[src/rtl/mem_bus_arbiter.sv]
// mem_bus_arbiter: shares the unified memory bus between IF and MEM.
// MEM has priority; a bounded counter keeps IF from starving.
module mem_bus_arbiter #(
   parameter int ADDR_W     = 32,
   parameter int DATA_W     = 32,
   parameter int STARVE_MAX = 4
) (
   input  logic              clk,
   input  logic              resetn,
   input  logic              if_req,
   input  logic [ADDR_W-1:0] if_addr,
   output logic              if_ack,
   output logic [DATA_W-1:0] if_rdata,
   output logic              if_stall,
   input  logic              mem_req,
   input  logic [3:0]        mem_wea,
   input  logic [ADDR_W-1:0] mem_addr,
   input  logic [DATA_W-1:0] mem_wdata,
   output logic              mem_ack,
   output logic [DATA_W-1:0] mem_rdata,
   output logic              mem_stall,
   output logic              bus_req,
   output logic [3:0]        bus_wea,
   output logic [ADDR_W-1:0] bus_addr,
   output logic [DATA_W-1:0] bus_wdata,
   input  logic              bus_ack,
   input  logic [DATA_W-1:0] bus_rdata
);

   localparam int SW = $clog2(STARVE_MAX + 1);
   localparam logic [SW-1:0] SMAX = SW'(STARVE_MAX);

   localparam logic [1:0] IDLE    = 2'd0;
   localparam logic [1:0] OWN_IF  = 2'd1;
   localparam logic [1:0] OWN_MEM = 2'd2;

   logic [1:0]        state_q, state_d;
   logic [SW-1:0]     starve_q, starve_d;
   logic              bus_req_q, bus_req_d;
   logic [3:0]        bus_wea_q, bus_wea_d;
   logic [ADDR_W-1:0] bus_addr_q, bus_addr_d;
   logic [DATA_W-1:0] bus_wdata_q, bus_wdata_d;

   logic is_idle, is_if, is_mem;
   logic arb_en, if_cand, mem_cand;
   logic grant_if, grant_mem;

   assign is_idle = (state_q == IDLE);
   assign is_if   = (state_q == OWN_IF);
   assign is_mem  = (state_q == OWN_MEM);

   // Arbitrate when idle, or in an owner's completion cycle
   // with the completing port dropped from the candidates.
   always_comb begin
      arb_en    = is_idle | ((is_if | is_mem) & bus_ack);
      if_cand   = arb_en & if_req & ~is_if;
      mem_cand  = arb_en & mem_req & ~is_mem;
      grant_if  = if_cand & (~mem_cand | (starve_q == SMAX));
      grant_mem = mem_cand & ~grant_if;
   end

   // Next state, starvation count and bus register loads.
   always_comb begin
      state_d     = state_q;
      starve_d    = starve_q;
      bus_req_d   = bus_req_q;
      bus_wea_d   = bus_wea_q;
      bus_addr_d  = bus_addr_q;
      bus_wdata_d = bus_wdata_q;
      if (grant_if) begin
         state_d     = OWN_IF;
         starve_d    = '0;
         bus_req_d   = 1'b1;
         bus_wea_d   = 4'b0000;
         bus_addr_d  = if_addr;
         bus_wdata_d = '0;
      end else if (grant_mem) begin
         state_d     = OWN_MEM;
         bus_req_d   = 1'b1;
         bus_wea_d   = mem_wea;
         bus_addr_d  = mem_addr;
         bus_wdata_d = mem_wdata;
         if (if_req && starve_q != SMAX)
            starve_d = starve_q + SW'(1);
      end else if (arb_en) begin
         state_d   = IDLE;
         bus_req_d = 1'b0;
      end
   end

   // State and bus registers, cleared asynchronously.
   always_ff @(posedge clk or negedge resetn) begin
      if (!resetn) begin
         state_q     <= IDLE;
         starve_q    <= '0;
         bus_req_q   <= 1'b0;
         bus_wea_q   <= 4'b0000;
         bus_addr_q  <= '0;
         bus_wdata_q <= '0;
      end else begin
         state_q     <= state_d;
         starve_q    <= starve_d;
         bus_req_q   <= bus_req_d;
         bus_wea_q   <= bus_wea_d;
         bus_addr_q  <= bus_addr_d;
         bus_wdata_q <= bus_wdata_d;
      end
   end

   // Completion routing back to the owning port.
   always_comb begin
      if_ack    = is_if & bus_ack;
      mem_ack   = is_mem & bus_ack;
      if_rdata  = bus_rdata;
      mem_rdata = bus_rdata;
      if_stall  = if_req & ~if_ack;
      mem_stall = mem_req & ~mem_ack;
   end

   assign bus_req   = bus_req_q;
   assign bus_wea   = bus_wea_q;
   assign bus_addr  = bus_addr_q;
   assign bus_wdata = bus_wdata_q;

endmodule

[config.mk]
export PLATFORM = sky130hd
export DESIGN_NAME = mem_bus_arbiter
export DESIGN_NICKNAME = d
export VERILOG_FILES = /design/src/rtl/mem_bus_arbiter.sv
export SDC_FILE = /design/constraint.sdc
export NUM_CORES = 1
export LEC_CHECK = 0
export CORE_AREA = 2 2 105 107
export CTS_CLUSTER_DIAMETER = 80
export DETAILED_ROUTE_END_ITERATION = 7
export DIE_AREA = 0 0 107 109
export DONT_BUFFER_PORTS = 1
export PLACE_DENSITY = 0.52
export SLEW_MARGIN = 20
export SYNTH_ARGS = -nofsm -noshare
export SYNTH_HDL_FRONTEND = slang
export SYNTH_SLANG_ARGS = --single-unit
export TNS_END_PERCENT = 5
[constraint.sdc]
create_clock -name clk -period 1.88 [get_ports clk]
set_input_delay 0.564 -clock clk [delete_from_list [all_inputs] [get_ports clk]]
set_output_delay 0.564 -clock clk [all_outputs]
set_load 0.01 [all_outputs]
==> results of run 1 <==
==> sequential cells by signal, summed over array words and instances, names as in the netlist <==
register and cells:
bus_req 1, bus_addr 32, bus_wea 4, bus_wdata 32, state_q 2, starve_q 3
==> per-stage QoR <==
step / instances / worst slack, ns / TNS [ns] / util
2_1_floorplan: 328 / 0.2783 / 0 / -
3_3_place_gp: 394 / 0.008295 / 0 / 0.3154
3_5_place_dp: 394 / -0.04777 / -1.122 / 0.3154
4_1_cts: 406 / -0.06258 / -1.029 / 0.3335
5_1_grt: 406 / -0.1234 / -3.015 / 0.3337
6_report: 406 / -0.04522 / -0.04522 / 0.3337
==> routing by layer <==
metal | GRT usage | share of wire | wire length, µm
met5 | 0 | 0 | 0
met4 | 0.06494 | 0.017 | 123
met3 | 0.06396 | 0.13 | 950
met2 | 0.1820 | 0.44 | 3209
met1 | 0.1456 | 0.41 | 2996
==> cells by family (layout without fill, tap and decap cells) <==
kind of cell               after synthesis  after routing  share of synthesized area
AOI/OAI and AO/OA                      113            113                     0.2432
adders and majority gates                5              5                    0.01710
buffers and inverters                  116             54                     0.1970
DFF                                     74             74                     0.5062
muxes                                    1              1                   0.003078
and+or+nand+nor                         19             19                    0.03352
==> area by class of cell <==
cell class                      instances  area [µm²]
Multi-Input combinational cell        138        1116
Inverter                               36       135.1
Timing Repair Buffer                    6       95.09
Fill cell                            1045        7064
Tap cell                              140       175.2
Sequential cell                        74        1852
Clock buffer                           12       165.2
==> layout by cell type (no fill, tap or decap) <==
| master | n |
|---|---|
| nand2b_1 | 1 |
| and2_4 | 2 |
| o31ai_1 | 1 |
| buf_12 | 4 |
| nor2b_4 | 3 |
| nand3b_1 | 1 |
| dfrtp_1 | 74 |
| nor2b_1 | 1 |
| clkbuf_8 | 12 |
| o21ai_0 | 2 |
| nand2b_4 | 1 |
| inv_1 | 34 |
| a21oi_2 | 32 |
| and3_2 | 1 |
| nor2_1 | 1 |
| inv_2 | 2 |
| a21oi_1 | 2 |
| a21o_1 | 3 |
| buf_4 | 2 |
| o22ai_1 | 32 |
| mux2_2 | 1 |
| nand2_2 | 1 |
| ha_1 | 3 |
| a22o_1 | 38 |
| o21ai_2 | 2 |
| ha_2 | 2 |
| nand2_1 | 6 |
| nor2_4 | 1 |
| o211ai_2 | 1 |
==> what timing repair did <==
item / 4_1_cts / 5_1_grt
endpoints found under the setup margin: 39 / 40
gates cloned: 0 / 0
resized for setup: 9 / 2
hold endpoints to repair: 74 / 74
pin swaps: 16 / 16
==> where the power goes <==
group	internal, µW	switching [µW]	total (µW)	leakage (µW)
Combinational	1110	1260	2370	0.000616
Sequential	2300	827	3130	0.000894
Clock	559	523	1080	0.0000863
Total	3980	2610	6580	0.00160
==> critical path: stages (launching register included) <==
cell and delay (ns):
dfrtp_1 0.37, inv_2 0.06, ha_2 0.18, buf_4 0.14, and2_4 0.15, nor2b_4 0.13
==> path summary, 6_finish.rpt <==
| path | to | slack [ns] |
|---|---|---|
| setup / recovery | if_stall | -0.05 |
| hold / removal | bus_addr[25]$_DFFE_PN0P_ | -0.09 |
| setup reg to reg | bus_wdata[6]$_DFFE_PN0P_ | 0.03 |
| hold reg to reg | starve_q[1]$_DFFE_PN0P_ | 0.54 |
| max in group asynchronous | bus_wdata[7]$_DFFE_PN0P_ | 1.86 |
| min in group clk | bus_addr[26]$_DFFE_PN0P_ | 0.35 |
==> results.cfg, run 1 <==
[sta]
post-route-period-util = 1.024
fin_ws_ns = -0.04522
rsz0062_at_grt = true
slew_headroom = 0.4882
final_max_slew_viol_count = 0
period_needed_ns = 1.925
setup_viol = 1
worst_pin_slew_ns = 0.7658
fmax_mhz = 519.4
timing.hold.ws_ns = -0.08612
clock_skew_ns = 0.008065
hold_viol = 74

[hold_path]
hold_path.class = primary input to async pin

[yosys]
syn-num-nets = 470
ys_types = 28
async_flop_share = 1.000
synth_top_area_share = 0.5062
synth.cell_area_um2 = 3659
synth-edff-count = 0
yosysSeqAreaShare = 0.5062
syn-mean-instance-area_um2 = 11.15
synth-seq-cells = 74
synth_most_common_cell = dfrtp_1
synth_cells = 328
yosys.area.top_type = dfrtp_1
synth_warnings = 0
synth_ff_type = dfrtp_1
synthTopCellsByCount = 74 x dfrtp_1, 64 x buf_4, 38 x a22o_1, 36 x inv_1
synthTopCellsByArea = dfrtp_1 51%, buf_4 13%, a22o_1 9.1%

[floorplan]
die_w_um = 107
start_util = 0.3451
placementRows = 38
io_pins = 274
core_area_um2 = 10600
die-area_um2 = 11660
dieHeight_um = 109

[worst_setup_path]
ff2ff_path_depth = 6
cp-start-kind = register
crit_arrival_ns = 1.36
setup.worst_path.start = state_q[1]$_DFFE_PN0P_
cp-end-kind = output port
path_class = register to output port
cp_max_fo = 3
crit_required_ns = 1.32
rr_startpoint = state_q[0]$_DFFE_PN0P_

[route]
final_antenna_net_count = 0
drt_iter0_drc = 103
num_vias = 2103
drc = 0
routedWlPerCell_um = 17.93
drt-total-wl_um = 7279
routed_via_density = 5.180
first_pass_iters = 3

[place]
portBuffers = 0
placed_cell_area_um2 = 3344
gp_congestion = 0.6916
dp_hpwl_um = 5067

[global_route]
antenna_found_initial = 0
grt_usage = 0.1231
grt_pass1_wl_um = 10910
grt_max_degree = 75
grt_overflow = 0
grt_pass1_vias = 2101

[finish]
area_growth_syn_to_layout_pct = -3.283
drive_gt1_frac = 0.2519
final_net_count = 407
insertedDiodeCount = 0
design_area_um2 = 3538

[clocking]
cts_sinks = 74
clkLatencyLatePin_ns = 0.33
numCtsBuffers = 9
cts_root_buffer = clkbuf_8
cts_tree = built
clk_pin_slew_ns = 0.07
cts_buffer_depth = 2
post_cts_buffers = 0
htreeDepth = 3

[pwr]
p_per_area_nw_per_um2 = 1860
p_leak_uw = 0.001596
total_power_uw = 6583
peakVddDrop_uv = 630.5

[outcome]
status = finished, violations left
violations = negative hold slack, negative setup slack

[run]
maxCapViolCount = 0
Power figures use the tool's default switching activity.
==> inputs of run 2 (changes only) <==
--- a/config.mk
+++ b/config.mk
@@ -5,12 +5,12 @@
 export SDC_FILE = /design/constraint.sdc
 export NUM_CORES = 1
 export LEC_CHECK = 0
-export CORE_AREA = 2 2 105 107
+export ABC_AREA = 1
+export CORE_AREA = 2 2 108 110
 export CTS_CLUSTER_DIAMETER = 80
 export DETAILED_ROUTE_END_ITERATION = 7
-export DIE_AREA = 0 0 107 109
-export DONT_BUFFER_PORTS = 1
-export PLACE_DENSITY = 0.52
+export DIE_AREA = 0 0 110 112
+export PLACE_DENSITY = 0.83
 export SLEW_MARGIN = 20
 export SYNTH_ARGS = -nofsm -noshare
 export SYNTH_HDL_FRONTEND = slang
==> run 2 against run 1 <==
  * The run now ends clean
  * Synthesized area grew 5.2%
  * First-iteration DRC count rose by 120%
  * Critical path depth shrank 1
  * Combinational power rose by 130%
  * Global-route usage grew 5.7 points
  * Synthesized cell count grew 37%
  * Final cell count rose by 76%
  * Worst setup slack better by 0.052 ns
  * Die area increased by 5.6%
  * Maximum frequency increased by 2.8%
  * Wire length is 57% higher
  * Critical path type is now primary input to output port
  * Largest power group is now combinational logic
==> results.cfg, run 2 <==
[outcome]
status = finished, final reports clean

[clocking]
cts_buffer_depth = 2
cts_tree = built
htreeDepth = 3
clkLatencyLatePin_ns = 0.33
clk_pin_slew_ns = 0.06
cts_root_buffer = clkbuf_16
numCtsBuffers = 9
cts_sinks = 74

[sta]
rsz0062_at_grt = true
timing.hold.ws_ns = 0.2431
clock_skew_ns = 0.006693
slew_headroom = 0.7347
fmax_mhz = 533.7
hold_viol = 0
fin_ws_ns = 0.006408
setup_viol = 0
worst_pin_slew_ns = 0.3980
final_max_slew_viol_count = 0
period_needed_ns = 1.874
post-route-period-util = 0.9966

[worst_setup_path]
crit_chain = clkdlybuf4s50_1, inv_1, nor2_1, buf_2
worst_path_max_delay_cell = clkdlybuf4s50_1
crit_family = buffers and inverters
cp_max_fo = 2
path_class = primary input to output port
cp-end-kind = output port
crit_required_ns = 1.32
cp-start-kind = primary input
crit_arrival_ns = 1.31
crit_buf_inv = 3
crit_path_max_incr_delay_ns = 0.47

[pwr]
switching_share = 0.3820
peakVddDrop_uv = 948.9
p_per_area_nw_per_um2 = 1766
p_switching_uw = 3927
total_power_uw = 10280
seqPwrFrac = 0.276
p_leak_uw = 0.002684
intPower_uw = 6352
pwr-share-clk = 0.185
combPwrFrac = 0.539

[place]
dpl.cell_count = 699
place_ws_ns = -0.4507
dp_hpwl_um = 8056
portBuffers = 177
gp_congestion = 0.7967

[yosys]
synth_cells = 449
yosys.area.top_type = dfrtp_1
synth_top_area_share = 0.4811
synthTopCellsByCount = 137 x nand3_1, 110 x nand2_1, 74 x dfrtp_1, 66 x buf_4, 17 x buf_2
syn-mean-instance-area_um2 = 8.572
synth_warnings = 0
synth.cell_area_um2 = 3849
async_flop_share = 1.000
yosysSeqAreaShare = 0.4811
synth-seq-cells = 74
synth-edff-count = 0
syn-num-nets = 591
synth_ff_type = dfrtp_1
ys_types = 20
synthTopCellsByArea = dfrtp_1 48%, nand3_1 18%, buf_4 13%
synth_most_common_cell = nand3_1

[finish]
fin_util = 0.5210
multi_input_area_um2 = 1361
nFillCells = 978
area_growth_syn_to_layout_pct = 51.27
mostFrequentLayoutCell = clkdlybuf4s50_1
drive_gt1_frac = 0.1134
insertedDiodeCount = 0
regArea_um2 = 1852
mostFrequentLayoutCells = 170 x clkdlybuf4s50_1, 135 x nand3_1, 108 x nand2_1
instances_no_fill = 716
final_net_count = 710

[run]
maxCapViolCount = 0

[global_route]
grt_pass1_vias = 3630
antenna_found_initial = 0
grt_max_degree = 75
grt_usage = 0.1801
grt_pass1_wl_um = 17280
grt_overflow = 0

[route]
final_antenna_net_count = 0
routedWlPerCell_um = 15.91
drc = 0
drt_iter0_drc = 225
drt-total-wl_um = 11390
routed_via_density = 5.021
first_pass_iters = 5
num_vias = 3595

[floorplan]
die_w_um = 110
dieHeight_um = 112
die-area_um2 = 12320
start_util = 0.3444
io_pins = 274
core_area_um2 = 11170
placementRows = 39

[hold_path]
hold_path.class = primary input to async pin
==> run 2: cell count changes after synthesis, sizes merged, moves of 23 or more <==
| cell | previous run | this run |
|---|---|---|
| o22ai | 32 | 0 |
| a22o | 38 | 0 |
| nand2 | 7 | 116 |
| a21oi | 34 | 2 |
| nand3 | 0 | 138 |
| inv | 36 | 13 |
==> run 2: stage by stage <==
stage / TNS [ns] / area, µm²
2_1_floorplan: 0 / 3849
3_3_place_gp: -17.17 / 5401
3_5_place_dp: -21.49 / 5401
4_1_cts: -0.02549 / 5732
5_1_grt: -0.1329 / 5822
6_report: 0 / 5822
==> run 2: routing by layer <==
| metal | vias to the layer above | GRT usage | share of wire |
|---|---|---|---|
| met5 | - | 0 | 0 |
| met4 | 0 | 0.09873 | 0.040 |
| met3 | 60 | 0.05621 | 0.093 |
| met2 | 193 | 0.2986 | 0.50 |
| met1 | 1692 | 0.2029 | 0.37 |
| li1 | 1650 | - | - |
==> run 2: cell families (layout without fill, tap and decap cells) <==
| logic type | count (synthesis) | count (layout) | synth area share |
|---|---|---|---|
| adders and majority gates | 5 | 5 | 0.01625 |
| xor gates and xnor gates | 1 | 1 | 0.002276 |
| DFF | 74 | 74 | 0.4811 |
| AOI/OAI and AO/OA | 6 | 6 | 0.01073 |
| and+or+nand+nor | 259 | 259 | 0.3105 |
| buffers and inverters | 104 | 228 | 0.1791 |
==> run 2: worst paths after layout <==
check,from,end,slack [ns],depth (start not counted)
setup / recovery,mem_req,mem_stall,0.006,4
hold / removal,resetn,bus_wdata[24]$_DFFE_PN0P_,0.24,2
setup reg to reg,state_q[0]$_DFFE_PN0P_,bus_addr[19]$_DFFE_PN0P_,0.07,10
hold reg to reg,bus_wdata[31]$_DFFE_PN0P_,bus_wdata[31]$_DFFE_PN0P_,0.48,2
max in group asynchronous,resetn,bus_wea[2]$_DFFE_PN0P_,1.31,2
min in group clk,bus_wdata[31]$_DFFE_PN0P_,bus_wdata[31]$_DFFE_PN0P_,0.48,2
==> run 2: power groups by stage <==
stage	Clock, µW	Combinational, µW	Sequential [µW]
global route	2050	6040	2920
floorplan	0	2510	3140
CTS	1950	5370	2820
detailed placement	0	5370	2820
finish	1900	5540	2840
global placement	0	5190	2810
==> run 2: layout make-up <==
class                      instances  area share
clock buffer                      12     0.04578
clock inverter                     4     0.01247
inverter                          13    0.009671
multi-input combinational        271      0.2338
sequential                        74      0.3181
tap                              143     0.03073
timing repair buffer             199      0.3495
==> run 2: what timing repair did <==
item                       4_1_cts  5_1_grt
hold buffers                     0        0
setup endpoints to repair        4       70
gates cloned                     0        1
resized for setup               15       24
buffers inserted                 0        0
pin swaps                        0        5
==> inputs of run 3 (changes only) <==
--- a/config.mk
+++ b/config.mk
@@ -10,6 +10,7 @@
 export CTS_CLUSTER_DIAMETER = 80
 export DETAILED_ROUTE_END_ITERATION = 7
 export DIE_AREA = 0 0 110 112
+export HOLD_SLACK_MARGIN = 0.15
 export PLACE_DENSITY = 0.83
 export SLEW_MARGIN = 20
 export SYNTH_ARGS = -nofsm -noshare
==> results of run 3 <==
Final layout, timing and power as in run 2 (identical DEF).
